## src/rtl/trigger_frame_arbiter_if.sv

```systemverilog
// Channel-side and readout-side handshake bundle for the trigger frame arbiter.
interface trigger_frame_arbiter_if #(
  parameter int unsigned N_CH        = 4,
  parameter int unsigned CH_ID_WIDTH = 2,
  parameter int unsigned DOUT_WIDTH  = 64
);
  logic [N_CH*DOUT_WIDTH-1:0] CH_DOUT;
  logic [N_CH-1:0]            CH_VALID;
  logic [N_CH-1:0]            CH_LAST;
  logic [N_CH-1:0]            CH_READY;
  logic [N_CH-1:0]            CH_ENABLE;
  logic [DOUT_WIDTH-1:0]      DOUT;
  logic                       oVALID;
  logic                       oLAST;
  logic [CH_ID_WIDTH-1:0]     oCH_ID;
  logic                       iREADY;

  // Arbiter side: consumes channel streams, produces the merged stream.
  modport master (
    input  CH_DOUT, CH_VALID, CH_LAST, CH_ENABLE, iREADY,
    output CH_READY, DOUT, oVALID, oLAST, oCH_ID
  );

  // Environment side: trigger channels plus the downstream readout.
  modport slave (
    output CH_DOUT, CH_VALID, CH_LAST, CH_ENABLE, iREADY,
    input  CH_READY, DOUT, oVALID, oLAST, oCH_ID
  );
endinterface

```

## src/rtl/trigger_frame_arbiter.sv

```systemverilog
// Frame-granular round-robin merge of N_CH trigger channels onto one readout
// stream, with a mid-frame stall watchdog that aborts and drains the channel.
module trigger_frame_arbiter #(
  parameter int unsigned N_CH              = 4,
  parameter int unsigned CH_ID_WIDTH       = 2,
  parameter int unsigned DOUT_WIDTH        = 64,
  parameter int unsigned TIMEOUT_CYCLES    = 256,
  parameter int unsigned TIMEOUT_CNT_WIDTH = 9
) (
  input  logic                          RD_CLK,
  input  logic                          RD_RESET,
  trigger_frame_arbiter_if.master       bus,
  output logic [15:0]                   ABORT_CNT,
  output logic                          BUSY
);

  localparam int unsigned PAD_WIDTH = DOUT_WIDTH - 16;

  typedef enum logic [1:0] {IDLE, STREAM, ABORT, DRAIN} state_t;

  state_t                       state;
  logic [CH_ID_WIDTH-1:0]       grant;
  logic [CH_ID_WIDTH-1:0]       last_grant;
  logic [TIMEOUT_CNT_WIDTH-1:0] tcnt;
  logic [DOUT_WIDTH-1:0]        dout_q;
  logic                         ovalid_q;
  logic                         olast_q;
  logic [CH_ID_WIDTH-1:0]       och_q;
  logic [15:0]                  abort_cnt_q;
  logic                         busy_q;

  logic                         out_free;
  logic [N_CH-1:0]              cand;
  logic                         pick_valid;
  logic [CH_ID_WIDTH-1:0]       pick;
  logic [CH_ID_WIDTH-1:0]       idx;
  logic [N_CH-1:0]              ready_c;
  logic [DOUT_WIDTH-1:0]        ch_word [N_CH];
  logic                         accept;
  logic [DOUT_WIDTH-1:0]        abort_word;

  assign out_free   = !ovalid_q || bus.iREADY;
  assign cand       = bus.CH_VALID & bus.CH_ENABLE;
  assign accept     = (state == STREAM) && bus.CH_VALID[grant] && out_free;
  assign abort_word = {8'hEE, 8'(grant), PAD_WIDTH'(0)};

  // Split the flat channel data bus into per-channel words.
  always_comb begin
    for (int k = 0; k < int'(N_CH); k++) begin
      ch_word[k] = bus.CH_DOUT[k*DOUT_WIDTH +: DOUT_WIDTH];
    end
  end

  // Round-robin search starting after last_grant; nearest candidate wins.
  always_comb begin
    pick_valid = 1'b0;
    pick       = '0;
    idx        = '0;
    for (int i = int'(N_CH); i >= 1; i--) begin
      idx = CH_ID_WIDTH'((int'(last_grant) + i) % int'(N_CH));
      if (cand[idx]) begin
        pick_valid = 1'b1;
        pick       = idx;
      end
    end
  end

  // Channel ready: follows output space while streaming, forced high while draining.
  always_comb begin
    ready_c = '0;
    if (state == STREAM) begin
      ready_c[grant] = out_free;
    end else if (state == DRAIN) begin
      ready_c[grant] = 1'b1;
    end
  end

  assign bus.CH_READY = ready_c;
  assign bus.DOUT     = dout_q;
  assign bus.oVALID   = ovalid_q;
  assign bus.oLAST    = olast_q;
  assign bus.oCH_ID   = och_q;
  assign ABORT_CNT    = abort_cnt_q;
  assign BUSY         = busy_q;

  // Arbitration FSM, watchdog and registered output stage.
  always_ff @(posedge RD_CLK or posedge RD_RESET) begin
    if (RD_RESET) begin
      state       <= IDLE;
      grant       <= '0;
      last_grant  <= CH_ID_WIDTH'(N_CH - 1);
      tcnt        <= '0;
      dout_q      <= '0;
      ovalid_q    <= 1'b0;
      olast_q     <= 1'b0;
      och_q       <= '0;
      abort_cnt_q <= '0;
      busy_q      <= 1'b0;
    end else begin
      case (state)
        IDLE: begin
          if (out_free) ovalid_q <= 1'b0;
          if (pick_valid) begin
            grant      <= pick;
            last_grant <= pick;
            tcnt       <= '0;
            state      <= STREAM;
            busy_q     <= 1'b1;
          end
        end
        STREAM: begin
          if (accept) begin
            dout_q   <= ch_word[grant];
            olast_q  <= bus.CH_LAST[grant];
            och_q    <= grant;
            ovalid_q <= 1'b1;
            tcnt     <= '0;
            if (bus.CH_LAST[grant]) begin
              state  <= IDLE;
              busy_q <= 1'b0;
            end
          end else begin
            if (out_free) ovalid_q <= 1'b0;
            if (tcnt == TIMEOUT_CNT_WIDTH'(TIMEOUT_CYCLES)) begin
              state <= ABORT;
            end else if (out_free) begin
              // No accept with space available means the granted channel is idle.
              tcnt <= tcnt + TIMEOUT_CNT_WIDTH'(1);
            end
          end
        end
        ABORT: begin
          if (out_free) begin
            dout_q   <= abort_word;
            olast_q  <= 1'b1;
            och_q    <= grant;
            ovalid_q <= 1'b1;
            if (abort_cnt_q != 16'hFFFF) abort_cnt_q <= abort_cnt_q + 16'd1;
            state    <= DRAIN;
          end
        end
        DRAIN: begin
          if (out_free) ovalid_q <= 1'b0;
          if (bus.CH_VALID[grant] && bus.CH_LAST[grant]) begin
            state  <= IDLE;
            busy_q <= 1'b0;
          end
        end
        default: begin
          state  <= IDLE;
          busy_q <= 1'b0;
        end
      endcase
    end
  end

endmodule

```

## src/flat_wrapper.sv

```systemverilog
// flat-port wrapper written by rule: the top's interface ports become plain ports
module trigger_frame_arbiter_flat 
#(
  parameter int unsigned N_CH              = 4,
  parameter int unsigned CH_ID_WIDTH       = 2,
  parameter int unsigned DOUT_WIDTH        = 64,
  parameter int unsigned TIMEOUT_CYCLES    = 256,
  parameter int unsigned TIMEOUT_CNT_WIDTH = 9
)
  (RD_CLK, RD_RESET, ABORT_CNT, BUSY, bus_CH_DOUT, bus_CH_VALID, bus_CH_LAST, bus_CH_ENABLE, bus_iREADY, bus_CH_READY, bus_DOUT, bus_oVALID, bus_oLAST, bus_oCH_ID);
  trigger_frame_arbiter_if #(.N_CH(N_CH), .CH_ID_WIDTH(CH_ID_WIDTH), .DOUT_WIDTH(DOUT_WIDTH)) bus_i ();
  input  logic RD_CLK;
  input  logic RD_RESET;
  output logic [15:0] ABORT_CNT;
  output logic BUSY;
  input wire logic [$bits(bus_i.CH_DOUT)-1:0] bus_CH_DOUT;
  input wire logic [$bits(bus_i.CH_VALID)-1:0] bus_CH_VALID;
  input wire logic [$bits(bus_i.CH_LAST)-1:0] bus_CH_LAST;
  input wire logic [$bits(bus_i.CH_ENABLE)-1:0] bus_CH_ENABLE;
  input wire logic [$bits(bus_i.iREADY)-1:0] bus_iREADY;
  output wire logic [$bits(bus_i.CH_READY)-1:0] bus_CH_READY;
  output wire logic [$bits(bus_i.DOUT)-1:0] bus_DOUT;
  output wire logic [$bits(bus_i.oVALID)-1:0] bus_oVALID;
  output wire logic [$bits(bus_i.oLAST)-1:0] bus_oLAST;
  output wire logic [$bits(bus_i.oCH_ID)-1:0] bus_oCH_ID;
  assign bus_i.CH_DOUT = bus_CH_DOUT;
  assign bus_i.CH_VALID = bus_CH_VALID;
  assign bus_i.CH_LAST = bus_CH_LAST;
  assign bus_i.CH_ENABLE = bus_CH_ENABLE;
  assign bus_i.iREADY = bus_iREADY;
  assign bus_CH_READY = bus_i.CH_READY;
  assign bus_DOUT = bus_i.DOUT;
  assign bus_oVALID = bus_i.oVALID;
  assign bus_oLAST = bus_i.oLAST;
  assign bus_oCH_ID = bus_i.oCH_ID;
  trigger_frame_arbiter #(.N_CH(N_CH), .CH_ID_WIDTH(CH_ID_WIDTH), .DOUT_WIDTH(DOUT_WIDTH), .TIMEOUT_CYCLES(TIMEOUT_CYCLES), .TIMEOUT_CNT_WIDTH(TIMEOUT_CNT_WIDTH)) u_core (.RD_CLK(RD_CLK), .RD_RESET(RD_RESET), .bus(bus_i), .ABORT_CNT(ABORT_CNT), .BUSY(BUSY));
endmodule
```

## config.mk

```make
export PLATFORM = sky130hd
export DESIGN_NAME = trigger_frame_arbiter_flat
export DESIGN_NICKNAME = d
export VERILOG_FILES = /design/src/rtl/trigger_frame_arbiter_if.sv /design/src/rtl/trigger_frame_arbiter.sv /design/src/flat_wrapper.sv
export SDC_FILE = /design/constraint.sdc
export NUM_CORES = 1
export LEC_CHECK = 0
export CORE_ASPECT_RATIO = 1.4
export CORE_MARGIN = 5
export CORE_UTILIZATION = 30
export CTS_CLUSTER_DIAMETER = 200
export DETAILED_ROUTE_END_ITERATION = 8
export MAX_ROUTING_LAYER = met4
export PLACE_DENSITY = 0.67
export SYNTH_ARGS = -nofsm -noshare
export SYNTH_HDL_FRONTEND = slang
export SYNTH_SLANG_ARGS = --single-unit
export TNS_END_PERCENT = 5
```

## constraint.sdc

```tcl
create_clock -name RD_CLK -period 4.3 [get_ports RD_CLK]
set_clock_uncertainty 0.1 [all_clocks]
set_input_delay 0.86 -clock RD_CLK [delete_from_list [all_inputs] [get_ports RD_CLK]]
set_output_delay 0.86 -clock RD_CLK [all_outputs]
set_load 0.01 [all_outputs]
```

==> run_results.csv <==
group,metric,value,unit
critical_path,critPathLaunchType,"primary input",
sta,max_clock_freq,0.284,GHz
power,pwr-share-comb,57.8,%
clocking,path_clk_slew,0.07,ns
clocking,tritoncts,"built",
clocking,clock_latency_of_the_later_clocked_register_in_the_worst_skew_pair,0.34,ns
placed_design,placement.io_buffers,359,
sta,rsz0062_at_grt,"false",
sta,layout_setup_ws,0.779,ns
clocking,post_cts_resized,0,
global_route,total_congestion_overflow_after_global_routing,0,
global_route,antenna_violations_before_repair,1,
sta,final_min_period_over_clock_period,81.9,%
synthesis,synth-seq-cells,100,
synthesis,seq_area_frac_synth,42.4,%
synthesis,yosys.area.top_type_share,41.5,%
floorplan,placeableCoreArea,19300,um^2
clocking,clock-sinks,100,
placed_design,dp_hpwl,18.8,mm
power,sequentialPowerShare,28.5,%
floorplan,area_of_the_die,22700,um^2
global_route,grt.total_usage,20.5,%
sta,setup-tns-final,0,ns
placed_design,dp.cells,1045,
global_route,grt_pass1_vias,5840,
power,pwr_density_cell,566,nW/um^2
final_layout,design.final.nets,1086,
sta,finalCriticalPeriod,3.52,ns
clocking,ctsRootBufferMaster,"clkbuf_16",
synthesis,ys_top_cells_by_area,"dfrtp_1, mux4_2, a22o_1",
synthesis,avgSynthCellArea,12.7,um^2
synthesis,synthDominantAreaCellType,"dfrtp_1",
outcome,status,"completed",
synthesis,dominantRegCellSynth,"dfrtp_1",
sta,worst_slew_margin_rel,28.7,%
synthesis,post_synth_instance_area,5910,um^2
global_route,grt_start_max_net_pins,75,
placed_design,dpl_worst_slack,0.709,ns
power,switching_power,0.00213,W
hold_path,hold_path_depth,2,
sta,drv_slew,0,
detailed_routing,postRouteAntennaNets,0,
final_layout,area_growth,68.5,%
detailed_routing,drc,0,
detailed_routing,routed_wirelength,23.4,mm
critical_path,crit-reg2reg-launch,"u_core.grant[0]",
floorplan,die_width,129,um
critical_path,r2r_cells,6,
final_layout,drive_gt1_share,12.4,%
floorplan,initial_core_utilization,30.7,%
critical_path,critPathRequiredTime,3.34,ns
final_layout,stdcell_count,1062,
sta,hold_violations,0,
critical_path,critPathKind,"in -> out",
synthesis,number_of_flops_mapped_to_enable_cells_by_yosys,0,
hold_path,worstHoldStart,"u_core.bus.DOUT[57]",
synthesis,yosys.cell_types.count,46,
power,pwr-share-clk,13.7,%
synthesis,synthesis.nets,744,
clocking,hold_buffers,0,
sta,tightest_slew,1.07,ns
critical_path,cp.arrival,2.56,ns
power,power.internal,0.00352,W
detailed_routing,routedWlPerCell,22.0,um
placed_design,gp_congestion,0.861,
power,power.switching_fraction,37.6,%
critical_path,worstSetupEndpointType,"primary output",
critical_path,max_fanout_on_critical_path,6,
hold_path,hold_end,"u_core.bus.DOUT[57]",
detailed_routing,post_drt_via_cell_ratio,5.13,
power,p_leak,3.94,nW
detailed_routing,dr.first_iter.drc_count,321,
hold_path,min-delay-path-class,"reg -> reg",
critical_path,worst-r2r-setup-slack,1.21,ns
power,irDropWorstVdd,493,uV
detailed_routing,via_total_after_detailed_routing,5449,
synthesis,async_reset_ff_share,100,%
synthesis,synth-warning-count,0,
synthesis,synth_cells,466,
sta,setup_viol_count_final,0,
clocking,cts_buffer_depth,2,
clocking,cts_max_level,3,
global_route,wire_length_of_the_first_global_routing_pass,34.8,mm
detailed_routing,drt_pre_antenna_iters,4,
clocking,total_cts_buffers,9,
run,max_cap_violations,0,
floorplan,ios,360,
clocking,post-cts-setup-buffer-count,0,
floorplan,rows,60,
critical_path,regToRegEndpoint,"u_core.bus.DOUT[24]",
floorplan,die-height,176,um
## per-stage QoR
| step | utilization, % | hold slack [ns] | cell area (um^2) | total power, W |
|---|---|---|---|---|
| after floorplan | - | 0.346 | 5910 | 0.00354 |
| after global placement | 50.2 | 0.361 | 9680 | 0.00491 |
| after detailed placement | 50.2 | 0.367 | 9680 | 0.00494 |
| after CTS | 51.6 | 0.381 | 9960 | 0.00575 |
| after global routing | 51.7 | 0.414 | 9970 | 0.00603 |
| final | 51.7 | 0.381 | 9970 | 0.00565 |
## power groups by stage
stage | Sequential, W | Combinational [W] | Clock [W]
after floorplan | 0.00167 | 0.00188 | 0
after global placement | 0.00164 | 0.00327 | 0
after detailed placement | 0.00163 | 0.00331 | 0
after CTS | 0.00162 | 0.00334 | 0.000793
after global routing | 0.00167 | 0.00353 | 0.000833
final | 0.00161 | 0.00326 | 0.000771
## cell type report
class / count / area, um^2
fillers: 1710 / 9330
repair buffers: 366 / 3660
multi-input cells: 324 / 3170
flip-flops and latches: 100 / 2510
well taps: 248 / 310
clock buffers: 9 / 225
clock inverters: 7 / 58.8
inverters: 7 / 28.8
diodes: 1 / 2.50
## flip-flops by register name, summed over array words and instances, names as in the netlist, 2 cells and up, named ones only
name               cells
u_core.last_grant      2
u_core.grant           2
u_core.ABORT_CNT      16
u_core.bus.oCH_ID      2
u_core.tcnt            9
u_core.bus.DOUT       64
## cell usage after synthesis (all sizes together) (5+ instances only)
| library cell | number |
|---|---|
| nor3 | 8 |
| nand2 | 39 |
| clkbuf | 11 |
| nor2b | 7 |
| mux4 | 63 |
| dfrtp | 98 |
| xnor2 | 12 |
| nand3 | 10 |
| o21ai | 27 |
| nand4 | 7 |
| inv | 7 |
| a21oi | 10 |
| ha | 7 |
| mux2i | 7 |
| a22o | 59 |
| o31ai | 5 |
| nor2 | 23 |
| buf | 24 |
## critical path: stages
cell and delay (ns):
clkdlybuf4s50_1 0.41, nor2b_1 0.37, nand2_1 0.13, o21a_1 0.14
and3_1 0.18, clkdlybuf4s50_1 0.48
## cells by family after synthesis
logic type / share of synthesized area, %
buffers and inverters: 4.06
xor gates and xnor gates: 2.22
AOI/OAI and AO/OA: 13.6
DFF: 42.4
adders and majority gates: 1.48
muxes: 25.9
and+or+nand+nor: 10.3
## worst max-delay path by stage
stage               startpoint                to  slack, ns  depth (start not counted)
2_1_floorplan         RD_RESET         async pin       0.72                          1
3_3_place_gp   bus_CH_VALID[1]  u_core.bus.oLAST       0.75                          7
3_5_place_dp   bus_CH_VALID[1]  u_core.bus.oLAST       0.71                          7
4_1_cts             bus_iREADY   bus_CH_READY[3]       0.78                          6
5_1_grt             bus_iREADY   bus_CH_READY[3]       0.67                          6
6_report            bus_iREADY   bus_CH_READY[3]       0.78                          6
## layout by cell type, fill, tap and decap left out, types with 5 or more instances in the layout
master,n
clkbuf_16,9
dfrtp_1,96
mux4_2,63
o31ai_1,5
xnor2_1,12
nor3_1,7
nand2_1,39
clkdlybuf4s50_1,359
ha_1,7
buf_4,6
a22o_1,59
nor2_1,23
nand3_1,8
mux2i_1,7
o21ai_0,23
a21oi_1,10
nor2b_1,7
inv_1,6
nand4_1,7
## layer usage
metal	routed length, um	GRT usage (%)	part of all wire [%]
met5	0	-	0
met2	12400	36.3	53
met4	584	5.56	2.5
met3	1840	4.78	7.9
met1	8610	23.0	37
(Power assumes the default switching activity.)
